**config.mk**
```make
export PLATFORM = sky130hd
export DESIGN_NAME = pong_game_ctrl
export DESIGN_NICKNAME = d
export VERILOG_FILES = /design/src/rtl/pong_pkg.sv /design/src/rtl/pong_bcd_counter.sv /design/src/rtl/pong_game_ctrl.sv
export SDC_FILE = /design/constraint.sdc
export NUM_CORES = 1
export LEC_CHECK = 0
export ABC_CLOCK_PERIOD_IN_PS = 2400
export CORE_MARGIN = 5
export CORE_UTILIZATION = 46
export DETAILED_ROUTE_END_ITERATION = 6
export HOLD_SLACK_MARGIN = 0.15
export PLACE_DENSITY = 0.87
export SYNTH_ARGS = -nofsm -noshare
export SYNTH_HDL_FRONTEND = slang
export SYNTH_HIERARCHICAL = 1
export SYNTH_SLANG_ARGS = --single-unit
```
**constraint.sdc**
```tcl
create_clock -name clk -period 2.4 [get_ports clk]
set_input_delay 0.6 -clock clk [delete_from_list [all_inputs] [get_ports clk]]
set_output_delay 0.6 -clock clk [all_outputs]
set_load 0.05 [all_outputs]
```
**src/rtl/pong_pkg.sv**
```systemverilog
// pong_pkg: shared state encodings and widths for the pong controller
package pong_pkg;
  typedef enum logic [1:0] {NEWGAME = 2'd0, PLAY = 2'd1, NEWBALL = 2'd2, OVER = 2'd3} state_t;
  localparam int SCORE_W = 8;
  localparam int BALLS_INIT_DEF = 3;
endpackage

```
**src/rtl/pong_bcd_counter.sv**
```systemverilog
// pong_bcd_counter: two-digit BCD score counter, wraps 99 -> 00
module pong_bcd_counter
  import pong_pkg::*;
(
  input  logic               clk,
  input  logic               reset,
  input  logic               clr,
  input  logic               inc,
  output logic [SCORE_W-1:0] bcd
);
  always_ff @(posedge clk)
    if (reset || clr) bcd <= '0;
    else if (inc)
      bcd <= (bcd[3:0] != 4'd9) ? {bcd[7:4], bcd[3:0] + 4'd1} :
             (bcd[7:4] != 4'd9) ? {bcd[7:4] + 4'd1, 4'd0} : 8'h00;
endmodule

```
**src/rtl/pong_game_ctrl.sv**
```systemverilog
// pong_game_ctrl: pong game-state FSM driving the timer handshake, score and balls left
module pong_game_ctrl
  import pong_pkg::*;
#(
  parameter int BALLS_INIT = BALLS_INIT_DEF,
  parameter int BALL_W     = 2
) (
  input  logic               clk,
  input  logic               reset,
  input  logic               refr_tick,
  input  logic               btn_start,
  input  logic               hit,
  input  logic               miss,
  input  logic               timer_up,
  output logic               timer_start,
  output logic               timer_tick,
  output logic               gra_still,
  output logic               game_over,
  output logic [SCORE_W-1:0] score,
  output logic [BALL_W-1:0]  balls_left
);
  state_t state, state_n;
  logic btn_q;
  logic btn_press;
  assign btn_press = btn_start & ~btn_q;
  always_comb
    state_n = state == NEWGAME ? (btn_press ? PLAY : NEWGAME) :
              state == PLAY    ? (miss ? (balls_left == '0 ? OVER : NEWBALL) : PLAY) :
              state == NEWBALL ? ((timer_up && btn_press) ? PLAY : NEWBALL) :
                                 (timer_up ? NEWGAME : OVER);
  always_ff @(posedge clk)
    if (reset) begin
      state       <= NEWGAME;
      btn_q       <= 1'b0;
      timer_start <= 1'b0;
      timer_tick  <= 1'b0;
      gra_still   <= 1'b1;
      game_over   <= 1'b0;
      balls_left  <= BALL_W'(BALLS_INIT);
    end else begin
      state       <= state_n;
      btn_q       <= btn_start;
      timer_tick  <= refr_tick;
      timer_start <= state == PLAY && miss;
      gra_still   <= state_n != PLAY;
      game_over   <= state_n == OVER;
      if (state_n == NEWGAME) balls_left <= BALL_W'(BALLS_INIT);
      else if (state == NEWGAME) balls_left <= BALL_W'(BALLS_INIT - 1);
      else if (state == PLAY && state_n == NEWBALL) balls_left <= balls_left - 1'b1;
    end
  pong_bcd_counter u_score (
    .clk  (clk),
    .reset(reset),
    .clr  (state == NEWGAME || (state == OVER && timer_up)),
    .inc  (state == PLAY && hit && !miss),
    .bcd  (score)
  );
endmodule

```
==> run metrics <==
postcts setup bufs 0; CP endpoint kind output pin; slowest stage delay, CP 0.86 ns; FF/Latch Area 340 um^2; DRT antenna net count 0; CP Max Fanout 6; setup slack at placement 0.0564 ns; Initial Util 0.477; f_max 451 MHz; setup TNS 0 ns; final WL 1620 um; worst vdd ir 0.336 mV; Core Box Area 1710 um^2; die width 52.1 um; num ports 21; clk sink count 17; maxcap violations 0; largest family of logic cells by synthesized area simple AND/OR/NAND/NOR gates; worst slew pin tran 0.506 ns; top cells by area, synth dfxtp_1 42%, nor2b_1 6.9%, nand2b_1 3.8%; Tightest Hold Check Type reg -> reg; Synth Flop Type dfxtp_1; cts bufs inserted 3; Synth top area share 0.418; syn_area_per_cell 9.05 um^2; xor-xnor portion of the synthesized cell area 0.0215; Setup WS post-layout 0.181 ns; cell taking the most area after synthesis dfxtp_1; fin. max-slew vios 0; most common cell after layout, fill and taps aside clkdlybuf4s50_1; post-synthesis mux area share 0; post-CTS sizing 0; area used by multi-input combinational logic 432 um^2; IO buf count 20; Detailed Place HPWL 1180 um; Clock Latency Late Sink 0.28 ns; Worst EP arrival 1.62 ns; Tot Pwr 537 uW; Die Height 52.1 um; Synth Area in Adders 0.0154; CP startpoint kind flip-flop; Layout area overhead 30.3%; largest net degree at the start of global routing 11; total gr overflow 0; worst rel slew slack 0.662; Setup Viol. Count Final 0; final setup skew 0.00182 ns; Fill cells 149; via density per instance 5.09; CTS tree done; Critical-path top delay cell clkdlybuf4s50_1; Bufs and invs on worst path 1; CP cell instances clkdlybuf4s50_1; FP Rows 15; Root Driver clkbuf_4; Yosys warnings 6; fin cells 137; initial antenna violation count 0; Setup Crit Path Kind reg -> out; Vias 698; min Tclk post-route 2.22 ns; Syn Std Cell Area 815 um^2; Synth Area in Simple Gates 0.304; number of flops mapped to enable cells by yosys 0; vias in the first global route 622; PD cells 506 nW/um^2; # diodes 0; final core occ 0.621; RSZ-0062 raised after global routing no; FF-to-FF setup slack 0.44 ns; CP required 1.80 ns; Yosys cell types 36; CTS max path bufs 2; Cells after Synth 90; complex-gate fraction of the synthesized area 0.189; WL/cell 11.8 um; ys async rst share 0; Clock H-tree levels 1; GRT Resource Usage Total 0.129; GPL Wtd Cong 0.752; commonest cells after routing, fill and taps aside 20 x clkdlybuf4s50_1, 17 x dfxtp_1, 9 x nor2b_1, 6 x inv_1, 6 x a21oi_1; placed cells 133; DRT iter0 DRCs 14; first-pass GRT wire length 2640 um; die area 2710 um^2; share of cells above drive strength 1 0.0804; DRT Pass-1 Iters 4; Pleak 0.421 nW; Final Cycle Share 0.924; cts hold-fix bufs 0; register bit count reported by yosys 17; delay-heaviest family, CP buffers and inverters; status finished, final reports clean; drt drc 0; Mapped Nets 98; final hold vios 0; Clk pin slew, worst setup/hold paths 0.10 ns; sequential area share after synthesis 0.418; Nets 121
[synth_stat cells (2+ instances only)]
cell type,count
a21o_1,2
a21oi_1,6
dfxtp_1,17
inv_1,6
nand2_1,3
nand2b_1,5
nand3_1,3
nor2_1,3
nor2b_1,9
nor3_1,3
o21ai_0,5
or3_1,3
or4_1,2
[per-layer routing]
layer,wire (um),track usage
met5,0,0
met3,80,0.0401
met2,733,0.197
met4,14,0.0655
met1,788,0.162
[kinds of logic after synthesis]
kind of cell    after synthesis
compound gates               23
simple gates                 38
flops                        17
fa+ha+maj                     1
xor+xnor                      2
buf+inv                       9
[worst paths after layout]
kind,endpoint,cells past startpoint,startpoint
setup reg to reg,u_score/bcd[5],6,state[0]
hold reg to reg,u_score/bcd[4],2,u_score/bcd[4]
hold / removal,u_score/bcd[4],2,u_score/bcd[4]
setup / recovery,score[0],1,u_score/bcd[0]
[flip-flops by register name (all words and copies together), names as in the netlist]
| signal | flops |
|---|---|
| balls_left | 2 |
| timer_start | 1 |
| state | 2 |
| game_over | 1 |
| u_score/bcd | 8 |
| btn_q | 1 |
| gra_still | 1 |
| timer_tick | 1 |
[power by group]
part / leakage, nW / internal (mW) / switching [mW]
clock network: 0.0177 / 0.0619 / 0.0883
logic: 0.265 / 0.0372 / 0.0481
registers: 0.138 / 0.292 / 0.0100
total: 0.421 / 0.391 / 0.146
[cell type report]
type,count,share of cell area
clock inverters,1,0.00472
clock buffers,3,0.0212
inverters,6,0.0212
well taps,25,0.0295
repair buffers,21,0.196
flip-flops and latches,17,0.321
multi-input cells,64,0.407
[metrics by stage]
| stage | hold slack, ns | area, um^2 |
|---|---|---|
| floorplan | 0.603 | 815 |
| global placement | 0.498 | 1030 |
| detailed placement | 0.496 | 1030 |
| CTS | 0.512 | 1060 |
| global route | 0.568 | 1060 |
| finish | 0.514 | 1060 |
(Power assumes the default switching activity.)
